--- src/rtl/poly_small_gauss_sampler.sv ---
// Discrete-Gaussian small-polynomial sampler: K CDT draws per coefficient, range
// rejection, LANES coefficients per ready/valid beat, end-of-polynomial parity.
module poly_small_gauss_sampler #(
    parameter int LOGN  = 9,
    parameter int F_BIT = (LOGN == 9) ? 7 : 6,
    parameter int LANES = 1,
    parameter int TBL_N = 27,
    parameter int TBL_W = 63
) (
    input  logic                     clk,
    input  logic                     rst_n,
    input  logic                     ena,
    input  logic                     rng_valid,
    input  logic [127:0]             rng,
    output logic                     rng_extract,
    input  logic [TBL_N*TBL_W-1:0]   cdt,
    input  logic                     f_ready,
    output logic                     f_valid,
    output logic [LANES*F_BIT-1:0]   f,
    output logic [LOGN-1:0]          f_idx,
    output logic                     poly_done,
    output logic                     parity
);
    localparam int K      = 1 << (10 - LOGN);
    localparam int ACC_W  = $clog2(K * TBL_N + 1) + 1;
    localparam int CNT_W  = $clog2(K) + 1;
    localparam int MAG_W  = $clog2(TBL_N + 1);
    localparam int LANE_W = (LANES > 1) ? $clog2(LANES) : 1;
    localparam int LIM    = 1 << (F_BIT - 1);
    localparam logic [LOGN-1:0] LAST_IDX = LOGN'((1 << LOGN) - LANES);

    typedef enum logic [2:0] {S_IDLE, S_SAMPLE, S_CHECK, S_OUT, S_DONE} state_t;

    state_t                         state_q, state_d;
    logic signed [ACC_W-1:0]        acc_q, acc_d;
    logic [CNT_W-1:0]               cnt_q, cnt_d;
    logic                           hp_q, hp_d;
    logic [LANE_W-1:0]              lane_q, lane_d;
    logic [LANES-1:0][F_BIT-1:0]    lbuf_q, lbuf_d;
    logic [LOGN-1:0]                idx_q, idx_d;
    logic                           par_q, par_d;

    logic [63:0]                    draw;
    logic [62:0]                    ent;
    logic [MAG_W-1:0]               mag;
    logic signed [ACC_W-1:0]        samp;
    logic signed [31:0]             acc_w;
    logic                           reject;

    // Magnitude is a thermometer count over the ascending table.
    always_comb begin
        draw = hp_q ? rng[127:64] : rng[63:0];
        mag  = '0;
        ent  = '0;
        for (int i = 0; i < TBL_N; i++) begin
            ent = '0;
            ent[TBL_W-1:0] = cdt[i*TBL_W +: TBL_W];
            if (ent <= draw[62:0]) mag = mag + MAG_W'(1);
        end
        samp = ACC_W'(mag);
        if (draw[63]) samp = -samp;
        acc_w  = 32'(acc_q);
        reject = (acc_w >= LIM) || (acc_w <= -LIM);
    end

    always_comb begin
        state_d     = state_q;
        acc_d       = acc_q;
        cnt_d       = cnt_q;
        hp_d        = hp_q;
        lane_d      = lane_q;
        lbuf_d      = lbuf_q;
        idx_d       = idx_q;
        par_d       = par_q;
        rng_extract = 1'b0;
        if (!ena) begin
            state_d = S_IDLE;
            acc_d   = '0;
            cnt_d   = '0;
            hp_d    = 1'b0;
            lane_d  = '0;
            lbuf_d  = '0;
            idx_d   = '0;
            par_d   = 1'b0;
        end else begin
            case (state_q)
                S_IDLE: state_d = S_SAMPLE;
                S_SAMPLE: begin
                    if (rng_valid) begin
                        rng_extract = hp_q;
                        hp_d        = ~hp_q;
                        acc_d       = acc_q + samp;
                        cnt_d       = cnt_q + CNT_W'(1);
                        if (int'(cnt_q) == K - 1) state_d = S_CHECK;
                    end
                end
                S_CHECK: begin
                    // A rejected sum just restarts; the half pointer keeps its place.
                    acc_d   = '0;
                    cnt_d   = '0;
                    state_d = S_SAMPLE;
                    if (!reject) begin
                        for (int j = 0; j < LANES; j++)
                            if (j == int'(lane_q)) lbuf_d[j] = acc_w[F_BIT-1:0];
                        par_d = par_q ^ acc_w[0];
                        if (int'(lane_q) == LANES - 1) begin
                            lane_d  = '0;
                            state_d = S_OUT;
                        end else begin
                            lane_d = lane_q + LANE_W'(1);
                        end
                    end
                end
                S_OUT: begin
                    if (f_ready) begin
                        idx_d   = idx_q + LOGN'(LANES);
                        state_d = (idx_q == LAST_IDX) ? S_DONE : S_SAMPLE;
                    end
                end
                S_DONE: begin
                    par_d   = 1'b0;
                    state_d = S_SAMPLE;
                end
                default: state_d = S_IDLE;
            endcase
        end
    end

    always_ff @(posedge clk or negedge rst_n) begin
        if (!rst_n) begin
            state_q <= S_IDLE;
            acc_q   <= '0;
            cnt_q   <= '0;
            hp_q    <= 1'b0;
            lane_q  <= '0;
            lbuf_q  <= '0;
            idx_q   <= '0;
            par_q   <= 1'b0;
        end else begin
            state_q <= state_d;
            acc_q   <= acc_d;
            cnt_q   <= cnt_d;
            hp_q    <= hp_d;
            lane_q  <= lane_d;
            lbuf_q  <= lbuf_d;
            idx_q   <= idx_d;
            par_q   <= par_d;
        end
    end

    assign f_valid   = (state_q == S_OUT);
    assign poly_done = (state_q == S_DONE);
    assign f         = lbuf_q;
    assign f_idx     = idx_q;
    assign parity    = par_q;

endmodule

--- config.mk ---
export PLATFORM = sky130hd
export DESIGN_NAME = poly_small_gauss_sampler
export DESIGN_NICKNAME = d
export VERILOG_FILES = /design/src/rtl/poly_small_gauss_sampler.sv
export SDC_FILE = /design/constraint.sdc
export NUM_CORES = 2
export LEC_CHECK = 0
export CELL_PAD_IN_SITES_DETAIL_PLACEMENT = 1
export CELL_PAD_IN_SITES_GLOBAL_PLACEMENT = 1
export CORE_AREA = 2 2 725 727
export DETAILED_ROUTE_END_ITERATION = 10
export DIE_AREA = 0 0 727 729
export HOLD_SLACK_MARGIN = 0.03
export PLACE_DENSITY_LB_ADDON = 0.15
export SLEW_MARGIN = 20
export SYNTH_ARGS = -nofsm -noshare
export SYNTH_HDL_FRONTEND = slang
export SYNTH_SLANG_ARGS = --single-unit
export TNS_END_PERCENT = 1
--- constraint.sdc ---
create_clock -name clk -period 23.5 [get_ports clk]
set_input_delay 2.35 -clock clk [delete_from_list [all_inputs] [get_ports clk]]
set_output_delay 2.35 -clock clk [all_outputs]
set_load 0.1 [all_outputs]
==> results.yml <==
yosys:
  synth_nets: 8562
  synth_edf_count: 0
  ys.flop_type: "dfrtp_1"
  yosysTopAreaCell: "ha_1"
  ys_seq_elements: 30
  yosys-top-cells-area: "ha_1 (51%), a21o_1 (6.6%), a21oi_1 (5.8%), nand4_1 (5.1%), o21ai_0 (3.0%)"
  synth_warnings: 0
  synth.distinct_cells: 117
  syn_inst: 4990
  ys_seq_area_share_pct: 1.76
  syn_avg_cell_area_um2: 8.57
  ys_async_sr_fraction_pct: 100
  synth_area_um2: 42800
  yosys.area.top_type_share_pct: 50.8
setup_path:
  path_max_fanout: 5
  crit_arrival_ns: 22.43
  critical_path_class: "primary input to flip-flop"
  required_ns: 23.67
  cp-startpoint: "rng[2]"
  r2r-start: "hp_q$_DFFE_PN0P_"
  crit_slowest_cell: "clkdlybuf4s50_1"
  cp-start-kind: "primary input"
  slowest_delay_ns: 0.50
  path_common_cell: "ha_1"
  cp-end-kind: "flip-flop"
power_and_ir_drop:
  clkPwrFrac_pct: 0.5
  power_mw: 16.1
  p_seq_share_pct: 0.4
  switching_power_mw: 7.79
  leakage_nw: 31.8
  cellPowerDensity_nw_per_um2: 213
  power.share.switching_pct: 48.5
  comb_power_share_pct: 99.1
  irDropWorstVdd_mv: 1.16
  p_int_mw: 8.26
place:
  place_area_um2: 74300
  globalplace.congestion: 0.828
  dp_hpwl_mm: 429
  portBuffers: 1853
  dp.cells: 14200
final_layout:
  layout.nets: 10800
  post-route-cell-area_um2: 75200
  drive_gt1_share_pct: 9.22
  fin_util_pct: 14.4
  layoutNonFillerInstCount: 14300
  final_common_cell: "clkdlybuf4s50_1"
  mostFrequentLayoutCells: "clkdlybuf4s50_1 (1,851), ha_1 (1,725), a21oi_1 (486)"
  fillCellCount: 61500
  area_growth_pct: 76.0
routing:
  routed_wl_mm: 477
  drtIter0Drc: 1783
  viasPerCell: 3.70
  dr.pass1.iters: 5
  route.detailed.drc: 0
  drt-wirelength-per-cell_um: 33.4
  vias: 52900
  postRouteAntennaNets: 0
cts:
  tritoncts: "done"
  cts_made_buffers: 5
  clockRootBuffer: "clkbuf_16"
  insertion_delay_ns: 0.29
  cts_max_level: 2
  cts_sinks: 30
  cts_max_path_buffers: 2
  postCtsHoldBufs: 0
  path_clk_slew_ns: 0.06
timing:
  worstMarginPinSlew_ns: 1.19
  skew_ns: 0.00593
  fmax_ghz: 0.0449
  maxSlewHeadroom_pct: 20.4
  hold_viol_final: 0
  setup_viol: 0
  finalMaxSlewViolations: 0
  final.period_utilization_pct: 94.8
  layout_min_cycle_time_ns: 22.27
worst_hold_path:
  min_path_type: "flip-flop to flip-flop"
  hold_path_startpoint: "cnt_q[1]$_DFFE_PN0P_"
global_route:
  antenna_found_initial: 385
  grt_pass1_wl_mm: 600
  grt_pass1_vias: 57700
  grt_max_degree: 31
  grt_overflow: 0
  track_usage_pct: 17.3
floorplan:
  fp.dieW_um: 727
  dieArea_um2: 530000
  rows: 266
  start_util_pct: 8.18
  io_pins: 1854
  fp.coreArea_um2: 523000
  die_h_um: 729
outcome:
  status: "finished clean"
flow_run:
  cap_violations: 0
-- state kept, by name (all words and copies together) (netlist names) --
register and cells:
state_q 3, f_idx 9, acc_q 7, parity 1
cnt_q 2, f 7, hp_q 1
-- synthesized netlist by cell type (all sizes together) (7+ instances only) --
cell	count
a21boi	7
and4	27
a31oi	16
a21oi	496
nand3b	8
xnor3	14
ha	1737
and2	21
dfrtp	30
o31ai	21
o21a	78
xor2	30
mux2i	89
mux2	9
nand4	351
o221ai	8
o211ai	38
clkbuf	12
or2	18
nor4	65
xnor2	59
nand3	123
a221o	16
a21o	376
nor3	66
o2111ai	12
nand2	220
or3	16
o21bai	10
nor3b	8
and3	12
inv	81
o21ai	276
nor2	182
or4	10
a211o	9
a2111oi	9
nor2b	157
nand2b	110
a221oi	27
a211oi	46
-- layer usage --
| metal | wire (µm) | vias to the layer above | track usage (%) |
|---|---|---|---|
| li1 | - | 24600 | - |
| met1 | 189000 | 25800 | 19.4 |
| met2 | 256000 | 1734 | 34.1 |
| met3 | 22400 | 636 | 3.24 |
| met4 | 9240 | 182 | 2.43 |
| met5 | 1160 | - | 0 |
-- power groups by stage --
stage | logic (mW) | registers, mW | clock network (mW)
global route | 17.2 | 0.0726 | 0.0854
global placement | 14.9 | 0.0731 | 0
finish | 15.9 | 0.0720 | 0.0791
CTS | 15.5 | 0.0722 | 0.0826
floorplan | 9.56 | 0.0690 | 0
detailed placement | 15.0 | 0.0731 | 0
-- cells by family after synthesis --
group	Yosys count	synth area share, %
AO/OA/AOI/OAI	1512	22.7
XOR/XNOR	104	3.01
flip-flops	30	1.76
multiplexers	98	2.34
AND/OR/NAND/NOR	1410	18.4
adder cells (fa/ha/maj)	1738	50.9
buffers and inverters	98	0.878
-- final timing paths --
path / to / slack [ns] / cells past startpoint
max: acc_q[6]$_DFFE_PN0P_ / 1.23 / 119
min: cnt_q[1]$_DFFE_PN0P_ / 0.50 / 2
max reg2reg: acc_q[6]$_DFFE_PN0P_ / 2.13 / 115
min reg2reg: cnt_q[1]$_DFFE_PN0P_ / 0.50 / 2
max in group asynchronous: hp_q$_DFFE_PN0P_ / 20.62 / 2
min in group asynchronous: f_idx[4]$_DFFE_PN0P_ / 2.49 / 2
-- final cells by class --
class | instances | area, µm² | share of cell area (%)
clock inverters | 1 | 30.0 | 0.0399
diodes | 104 | 260 | 0.346
multi-input cells | 4862 | 43100 | 57.2
well taps | 6968 | 8720 | 11.6
inverters | 81 | 304 | 0.404
flip-flops and latches | 30 | 754 | 1.00
repair buffers | 2252 | 22000 | 29.2
clock buffers | 7 | 143 | 0.190
-- worst max-delay path, delay by kind of cell --
family | cells | cell delay, ns
mux | 9 | 1.85
compound gates | 32 | 4.95
fa+ha+maj | 26 | 7.18
buf+inv | 18 | 2.31
simple gates | 34 | 3.79
-- what timing repair did --
action / CTS / global route
pin swaps: 10 / 31
setup buffers: 12 / 11
gates resized for setup: 18 / 46
endpoints found under the setup margin: 3 / 6
-- stage by stage --
step | hold WS (ns) | setup slack (ns) | TNS [ns]
detailed placement | 0.491 | -0.919 | -1.92
global placement | 0.462 | -1.12 | -2.72
global route | 0.538 | -0.101 | -0.101
floorplan | 0.448 | 0.928 | 0
CTS | 0.505 | 0.000277 | 0
finish | 0.496 | 1.23 | 0
No activity file was read; power rests on OpenSTA's default activity.
